File: src/rtl/pipe_gap_fifo.sv
// Queue of random pipe gap heights.
// One gap is pushed per debounced key press. The pipe mover pops the head entry.
// gap_y shows the head entry ahead of the pop, or DEFAULT_Y when the queue is empty.
module pipe_gap_fifo #(
  parameter int         DEPTH     = 10,
  parameter logic [6:0] MIN_Y     = 7'd10,
  parameter logic [6:0] MAX_Y     = 7'd90,
  parameter logic [6:0] DEFAULT_Y = 7'd50
) (
  input  logic       CLOCK_50,
  input  logic       resetn,
  input  logic       key_press,
  input  logic       pop,
  output logic [6:0] gap_y,
  output logic [3:0] count,
  output logic       empty,
  output logic       full,
  output logic       overflow
);

  localparam int PW = (DEPTH > 1) ? $clog2(DEPTH) : 1;

  typedef enum logic [1:0] {S_IDLE, S_PUSH, S_HOLD} state_t;

  logic [6:0]    lfsr, mapped;
  logic          sync1, sync2;
  state_t        state, state_nxt;
  logic          push, do_push, do_pop;
  logic [6:0]    mem [DEPTH];
  logic [PW-1:0] wr_ptr, rd_ptr;
  logic [3:0]    count_nxt;

  function automatic logic [PW-1:0] ptr_inc(input logic [PW-1:0] p);
    return (p == PW'(DEPTH - 1)) ? '0 : p + PW'(1);
  endfunction

  // Free-running LFSR. It is seeded non-zero, so the all-zero lock-up state is never reached.
  always_ff @(posedge CLOCK_50 or negedge resetn) begin
    if (!resetn) lfsr <= 7'h5A;
    else         lfsr <= {lfsr[5:0], lfsr[6] ^ lfsr[5]};
  end

  // Fold the raw LFSR value into the legal gap-top range.
  always_comb begin
    mapped = lfsr;
    if (lfsr < MIN_Y)      mapped = lfsr + MIN_Y;
    else if (lfsr > MAX_Y) mapped = lfsr - (MAX_Y - MIN_Y + 7'd1);
  end

  // Two-flop synchronizer for the asynchronous key.
  always_ff @(posedge CLOCK_50 or negedge resetn) begin
    if (!resetn) begin
      sync1 <= 1'b0;
      sync2 <= 1'b0;
    end else begin
      sync1 <= key_press;
      sync2 <= sync1;
    end
  end

  // Push FSM state register.
  always_ff @(posedge CLOCK_50 or negedge resetn) begin
    if (!resetn) state <= S_IDLE;
    else         state <= state_nxt;
  end

  // Push FSM next-state logic. S_HOLD waits for key release, so a long hold gives a single push.
  always_comb begin
    state_nxt = state;
    case (state)
      S_IDLE:  if (sync2)  state_nxt = S_PUSH;
      S_PUSH:              state_nxt = S_HOLD;
      S_HOLD:  if (!sync2) state_nxt = S_IDLE;
      default:             state_nxt = S_IDLE;
    endcase
  end

  // Push FSM output logic.
  always_comb begin
    push = (state == S_PUSH);
  end

  // Qualify the requests. When full, a push gets through only alongside a pop,
  // because the pop frees the slot that the write then fills.
  // An empty queue has no bypass, so a pop while empty is simply ignored.
  always_comb begin
    do_pop    = pop && !empty;
    do_push   = push && (!full || do_pop);
    count_nxt = count + {3'd0, do_push} - {3'd0, do_pop};
  end

  // Storage array. It has no reset, so its contents are meaningless until written.
  always_ff @(posedge CLOCK_50) begin
    if (do_push) mem[wr_ptr] <= mapped;
  end

  // Pointers, occupancy and the sticky overflow flag.
  always_ff @(posedge CLOCK_50 or negedge resetn) begin
    if (!resetn) begin
      wr_ptr   <= '0;
      rd_ptr   <= '0;
      count    <= 4'd0;
      empty    <= 1'b1;
      full     <= 1'b0;
      overflow <= 1'b0;
    end else begin
      if (do_push)             wr_ptr   <= ptr_inc(wr_ptr);
      if (do_pop)              rd_ptr   <= ptr_inc(rd_ptr);
      if (push && !do_push)    overflow <= 1'b1;
      count <= count_nxt;
      empty <= (count_nxt == 4'd0);
      full  <= (count_nxt == 4'(DEPTH));
    end
  end

  // Show-ahead output of the head entry.
  always_comb begin
    gap_y = empty ? DEFAULT_Y : mem[rd_ptr];
  end

endmodule

File: config.mk
export PLATFORM = sky130hd
export DESIGN_NAME = pipe_gap_fifo
export DESIGN_NICKNAME = d
export VERILOG_FILES = /design/src/rtl/pipe_gap_fifo.sv
export SDC_FILE = /design/constraint.sdc
export NUM_CORES = 1
export LEC_CHECK = 0
export CAP_MARGIN = 20
export CORE_ASPECT_RATIO = 1.4
export CORE_MARGIN = 5
export CORE_UTILIZATION = 45
export DETAILED_ROUTE_END_ITERATION = 10
export PLACE_DENSITY_LB_ADDON = 0.12
export SYNTH_ARGS = -nofsm -noshare
export SYNTH_HDL_FRONTEND = slang
export SYNTH_SLANG_ARGS = --single-unit
File: constraint.sdc
create_clock -name CLOCK_50 -period 5 [get_ports CLOCK_50]
set_input_delay 1.5 -clock CLOCK_50 [delete_from_list [all_inputs] [get_ports CLOCK_50]]
set_output_delay 1.5 -clock CLOCK_50 [all_outputs]
set_load 0.05 [all_outputs]
==> impl_metrics.yaml, run 1 <==
global_route:
  grt_use_met2: 0.253
  first_global_vias: 2329
  met1_usage: 0.173
  use_met3: 0.0338
  antenna_found_initial: 0
  grt_overflow: 0
  grt_pass1_wl_microns: 12400
  track_usage: 0.146
  busiest_layer: "met2"
  grt_max_degree: 22
synth:
  yosysWarnings: 0
  synth-async-reset-ratio: 0.271
  syn_nets: 287
  yosys.cell_types.count: 42
  ys_ff_latch: 96
  synth-main-ff-cell: "edfxtp_1"
  syn_avg_cell_area_sq_um: 15.6
  synth-seq-area-share: 0.658
  syn_inst: 269
  synth-edff-count: 70
  synth.cell_area_sq_um: 4190
worst_setup_path:
  critPathTopFamily: "buffers and inverters"
  cp_data_arrival_time_ns: 2.94
  rr_worst_depth: 7
  start_kind: "flop"
  crit_chain: "buf_4 -> mux4_2 -> nor2b_1 -> a211oi_1 -> a21oi_1 -> or2_1 -> clkdlybuf4s50_1"
  worst-path-buf-inv: 2
  cp-startpoint: "rd_ptr[0]$_DFFE_PN0P_"
  path_class: "flop to primary output"
  crit_cells: 7
  r2r-start: "lfsr[1]$_DFF_PN1_"
  critPathSlowestCell: "clkdlybuf4s50_1"
  slowest_delay_ns: 0.69
  worstPathMaxFanout: 17
  critPathCaptureType: "primary output"
  critPathRequiredTime_ns: 3.50
detailed_routing:
  vias: 2231
  drc_errors: 0
  antenna_left: 0
  dr.pass1.iters: 4
  vias_per_cell: 5.42
  wire_per_inst_microns: 18.2
  drt-total-wl_microns: 7510
  initialDrtViolationCount: 66
floorplan:
  die_h_microns: 124
  pin_count: 18
  start_util: 0.462
  fp.coreArea_sq_um: 9080
  die_x_microns: 91.6
  rows: 41
  dieArea_sq_um: 11400
clock_network:
  cts_buffers: 9
  clkSlewWorstSetupHoldPaths_ns: 0.06
  clk_latency_ns: 0.34
  cts_tree: "done"
  clk_path_buf_depth: 2
  cts_root_buf: "clkbuf_16"
  post_cts_resized: 0
  hold_buffers: 0
  htreeDepth: 3
  clock_sinks: 96
  post_cts_buffers: 0
place:
  post-dp-hpwl_microns: 5490
  place_congestion: 0.748
  io_buffers: 17
timing:
  finalHoldViolations: 0
  skew_ns: 0.00606
  whs_ns: 0.348
  max_slew_margin: 0.357
  fin_crit_sh: 0.887
  finalCriticalPeriod_ns: 4.44
  finalMaxSlewViolations: 0
  fmax_mhz: 225
  setup_viol: 0
  tightest_slew_ns: 0.962
  rsz0062_at_grt: "no"
  fin_setup_tns_ns: 0
layout:
  layout_common_cells: "edfxtp_1 (70), dfrtp_1 (21), clkdlybuf4s50_1 (17)"
  final_common_cell: "edfxtp_1"
  n_antenna_cell: 0
  drive_gt1_frac: 0.151
  layout.nets: 318
  post-route-util: 0.529
  syn_to_final_growth_pct: 14.4
status:
  status: "completed"
pwr:
  p_sw_frac: 0.357
  seqPwrFrac: 0.405
  peakVddDrop_mv: 0.342
  p_switching_uw: 930
  p_leak_uw: 0.00172
  p_int_uw: 1680
  clockPowerShare: 0.230
  power_density_nw_per_um2: 543
  pwr-share-comb: 0.364
hold_path:
  holdPathStages: 0
  min_from: "sync1$_DFF_PN0_"
  worstHoldPathType: "flop to flop"
flow_run:
  max-cap-violations: 0
## worst paths after layout
path / to / slack (ns)
max in group asynchronous: empty$_DFF_PN1_ / 2.59
setup reg to reg: mem[8][5]$_DFFE_PP_ / 2.24
setup / recovery: gap_y[5] / 0.56
hold / removal: sync2$_DFF_PN0_ / 0.35
min in group asynchronous: rd_ptr[2]$_DFFE_PN0P_ / 1.70
hold reg to reg: sync2$_DFF_PN0_ / 0.35
## per-stage QoR
stage               total power [uW]  instance area (sq um)  cells  setup slack, ns
CTS                             2650                   4800    412            0.497
floorplan                       1790                   4190    269             1.18
global route                    2760                   4800    412            0.359
detailed placement              2040                   4530    396            0.867
finish                          2610                   4800    412            0.563
global placement                2030                   4530    396            0.893
## final cells by class
cell class                      instances  area (sq um)
Timing Repair Buffer                   32           283
Clock buffer                           10           229
Clock inverter                          6          36.3
Inverter                               16          60.1
Fill cell                             740          4280
Sequential cell                        96          2760
Tap cell                              107           134
Multi-Input combinational cell        145          1300
## cell usage after synthesis (all sizes together) (5+ instances only)
| cell | number | area [sq um] |
|---|---|---|
| a211oi | 11 | 82.6 |
| a21oi | 8 | 40.0 |
| buf | 8 | 61.3 |
| dfrtp | 21 | 526 |
| dfstp | 5 | 131 |
| edfxtp | 70 | 2100 |
| ha | 13 | 163 |
| inv | 16 | 60.1 |
| mux2i | 7 | 70.1 |
| mux4 | 14 | 334 |
| nand2 | 11 | 41.3 |
| nor2b | 10 | 62.6 |
| nor3 | 5 | 25.0 |
| nor4 | 6 | 37.5 |
| o21ai | 7 | 35.0 |
| xnor2 | 9 | 78.8 |
## state kept, by name, summed over array words and instances (netlist names)
| signal | cells |
|---|---|
| empty | 1 |
| state | 2 |
| wr_ptr | 4 |
| count | 4 |
| sync2 | 1 |
| lfsr | 7 |
| rd_ptr | 4 |
| mem | 70 |
| overflow | 1 |
| full | 1 |
| sync1 | 1 |
## cell families (layout without fill, tap and decap cells)
group,Yosys count,after routing,synth area share
AND/OR/NAND/NOR,58,58,0.0776
multiplexers,22,22,0.0990
adder cells (fa/ha/maj),14,14,0.0436
flip-flops,96,96,0.658
AO/OA/AOI/OAI,38,38,0.0624
XOR/XNOR,13,13,0.0271
buffers and inverters,28,64,0.0325
## power groups by stage
stage / Sequential (uW) / Combinational (uW) / Clock (uW)
2_1_floorplan: 1070 / 719 / 0
3_3_place_gp: 1070 / 961 / 0
3_5_place_dp: 1070 / 971 / 0
4_1_cts: 1060 / 969 / 619
5_1_grt: 1070 / 1030 / 658
6_report: 1060 / 950 / 601
## metal layers
| metal | share of wire | wire, microns |
|---|---|---|
| met1 | 0.41 | 3090 |
| met2 | 0.54 | 4080 |
| met3 | 0.028 | 214 |
| met4 | 0.017 | 127 |
| met5 | 0 | 0 |
No activity file was read; power rests on OpenSTA's default activity.
==> run 2: changes to the inputs <==
- CELL_PAD_IN_SITES_DETAIL_PLACEMENT: not set -> 0
- CELL_PAD_IN_SITES_GLOBAL_PLACEMENT: not set -> 2
- CORE_UTILIZATION: 45 -> 44
- MAX_ROUTING_LAYER: not set -> met4
- clock period: 5 -> 4.8 ns (I/O delays scaled with it)
==> impl_metrics.yaml, run 2 (synthesized netlist as in run 1, its figures left out) <==
timing:
  fin_setup_tns_ns: 0
  rsz0062_at_grt: "no"
  finalMaxSlewViolations: 0
  finalHoldViolations: 0
  fmax_mhz: 231
  finalWorstSetupSlack_ns: 0.468
  tightest_slew_ns: 0.849
  finalCriticalPeriod_ns: 4.33
  skew_ns: 0.00720
  setup_viol: 0
  max_slew_margin: 0.432
  fin_crit_sh: 0.903
detailed_routing:
  drt-total-wl_microns: 7840
  wl_met3_microns: 193
  vias: 2219
  dr.pass1.iters: 4
  met1_length_microns: 3350
  initialDrtViolationCount: 142
  top_layer: "met4"
  vias_per_cell: 5.39
  met2_length_microns: 4130
  antenna_left: 0
  wire_per_inst_microns: 19.0
  drc_errors: 0
global_route:
  grt_overflow: 0
  grt_max_degree: 27
  first_global_vias: 2324
  track_usage: 0.154
  grt_pass1_wl_microns: 12700
  antenna_found_initial: 0
clock_network:
  htreeDepth: 3
  post_cts_buffers: 0
  cts_root_buf: "clkbuf_16"
  cts_buffers: 9
  clock_sinks: 96
  hold_buffers: 0
  cts_tree: "done"
  post_cts_resized: 0
  clk_path_buf_depth: 2
  clkSlewWorstSetupHoldPaths_ns: 0.06
  clk_latency_ns: 0.34
status:
  status: "completed"
layout:
  layout_common_cells: "edfxtp_1 (70), dfrtp_1 (21), clkdlybuf4s50_1 (17)"
  multi_input_area_sq_um: 1300
  nFillCells: 804
  reg_top3: "mem (70), lfsr (7)"
  final_common_cell: "edfxtp_1"
  largest_register_ffs: 70
  ff_latch_area_sq_um: 2760
  drive_gt1_frac: 0.142
  layout.nets: 315
  final_area_sq_um: 4810
  n_antenna_cell: 0
  regMostFlops: "mem"
  syn_to_final_growth_pct: 14.7
worst_setup_path:
  r2r-start: "lfsr[1]$_DFF_PN1_"
  cp_data_arrival_time_ns: 2.89
  path_class: "flop to primary output"
  rr_endpoint: "mem[7][5]$_DFFE_PP_"
  start_kind: "flop"
  critPathCaptureType: "primary output"
  rr_worst_depth: 7
  worstPathMaxFanout: 16
  critPathRequiredTime_ns: 3.36
  reg2reg_setup_slack_ns: 2.04
flow_run:
  max-cap-violations: 0
floorplan:
  die_h_microns: 126
  fp.coreArea_sq_um: 9410
  rows: 42
  die_x_microns: 92.5
  start_util: 0.446
  dieArea_sq_um: 11600
  pin_count: 18
place:
  io_buffers: 17
  post-place-ws_ns: 0.808
  post-dp-hpwl_microns: 5520
  place_area_sq_um: 4520
  place_congestion: 0.761
hold_path:
  min_from: "sync1$_DFF_PN0_"
  worstHoldPathType: "flop to flop"
  holdPathStages: 0
  holdPathEnd: "sync2$_DFF_PN0_"
pwr:
  power_density_nw_per_um2: 577
  p_leak_uw: 0.00171
  peakVddDrop_mv: 0.337
run 2: worst max-delay path: stages, from the launching register on:
cell,delay (ns)
dfrtp_1,0.34
buf_4,0.29
mux4_2,0.53
nor2b_1,0.14
a211oi_1,0.24
a21oi_1,0.08
or2_1,0.23
clkdlybuf4s50_1,0.69
run 2: layout make-up:
type / instances / area share
inverter: 16 / 0.0125
multi-input combinational: 145 / 0.270
tap: 110 / 0.0286
sequential: 96 / 0.573
clock inverter: 4 / 0.00572
timing repair buffer: 29 / 0.0541
clock buffer: 12 / 0.0557
run 2: power by group:
group / switching (uW) / leakage, uW / internal [uW] / total, uW
clock network: 290 / 0.000136 / 396 / 686
logic: 567 / 0.000673 / 421 / 988
registers: 130 / 0.000900 / 974 / 1100
run 2: routing by layer:
| layer | global-route usage | vias up |
|---|---|---|
| met5 | - | - |
| met4 | 0.0621 | 0 |
| met3 | 0.0409 | 16 |
| met2 | 0.252 | 26 |
| met1 | 0.181 | 1103 |
| li1 | - | 1074 |
run 2: metrics by stage:
stage | power, uW | hold WS [ns] | util | instances
6_report | 2780 | 0.360 | 0.511 | 412
5_1_grt | 2940 | 0.366 | 0.511 | 412
4_1_cts | 2820 | 0.363 | 0.511 | 412
3_5_place_dp | 2130 | 0.337 | 0.480 | 396
3_3_place_gp | 2130 | 0.336 | 0.480 | 396
2_1_floorplan | 1860 | 0.331 | - | 269
run 2: worst max-delay path by stage:
stage	cells past startpoint	to	startpoint	slack (ns)
2_1_floorplan	6	gap_y[2]	rd_ptr[0]$_DFFE_PN0P_	1.04
3_3_place_gp	7	gap_y[4]	rd_ptr[0]$_DFFE_PN0P_	0.80
3_5_place_dp	7	gap_y[1]	rd_ptr[0]$_DFFE_PN0P_	0.81
4_1_cts	7	gap_y[1]	rd_ptr[0]$_DFFE_PN0P_	0.43
5_1_grt	7	gap_y[4]	rd_ptr[0]$_DFFE_PN0P_	0.29
6_report	7	gap_y[1]	rd_ptr[0]$_DFFE_PN0P_	0.47
==> run 3: changes to the inputs <==
- CTS_CLUSTER_DIAMETER: not set -> 200
==> results of run 3 <==
The final DEF is identical to that of run 2; final timing and power are the same.
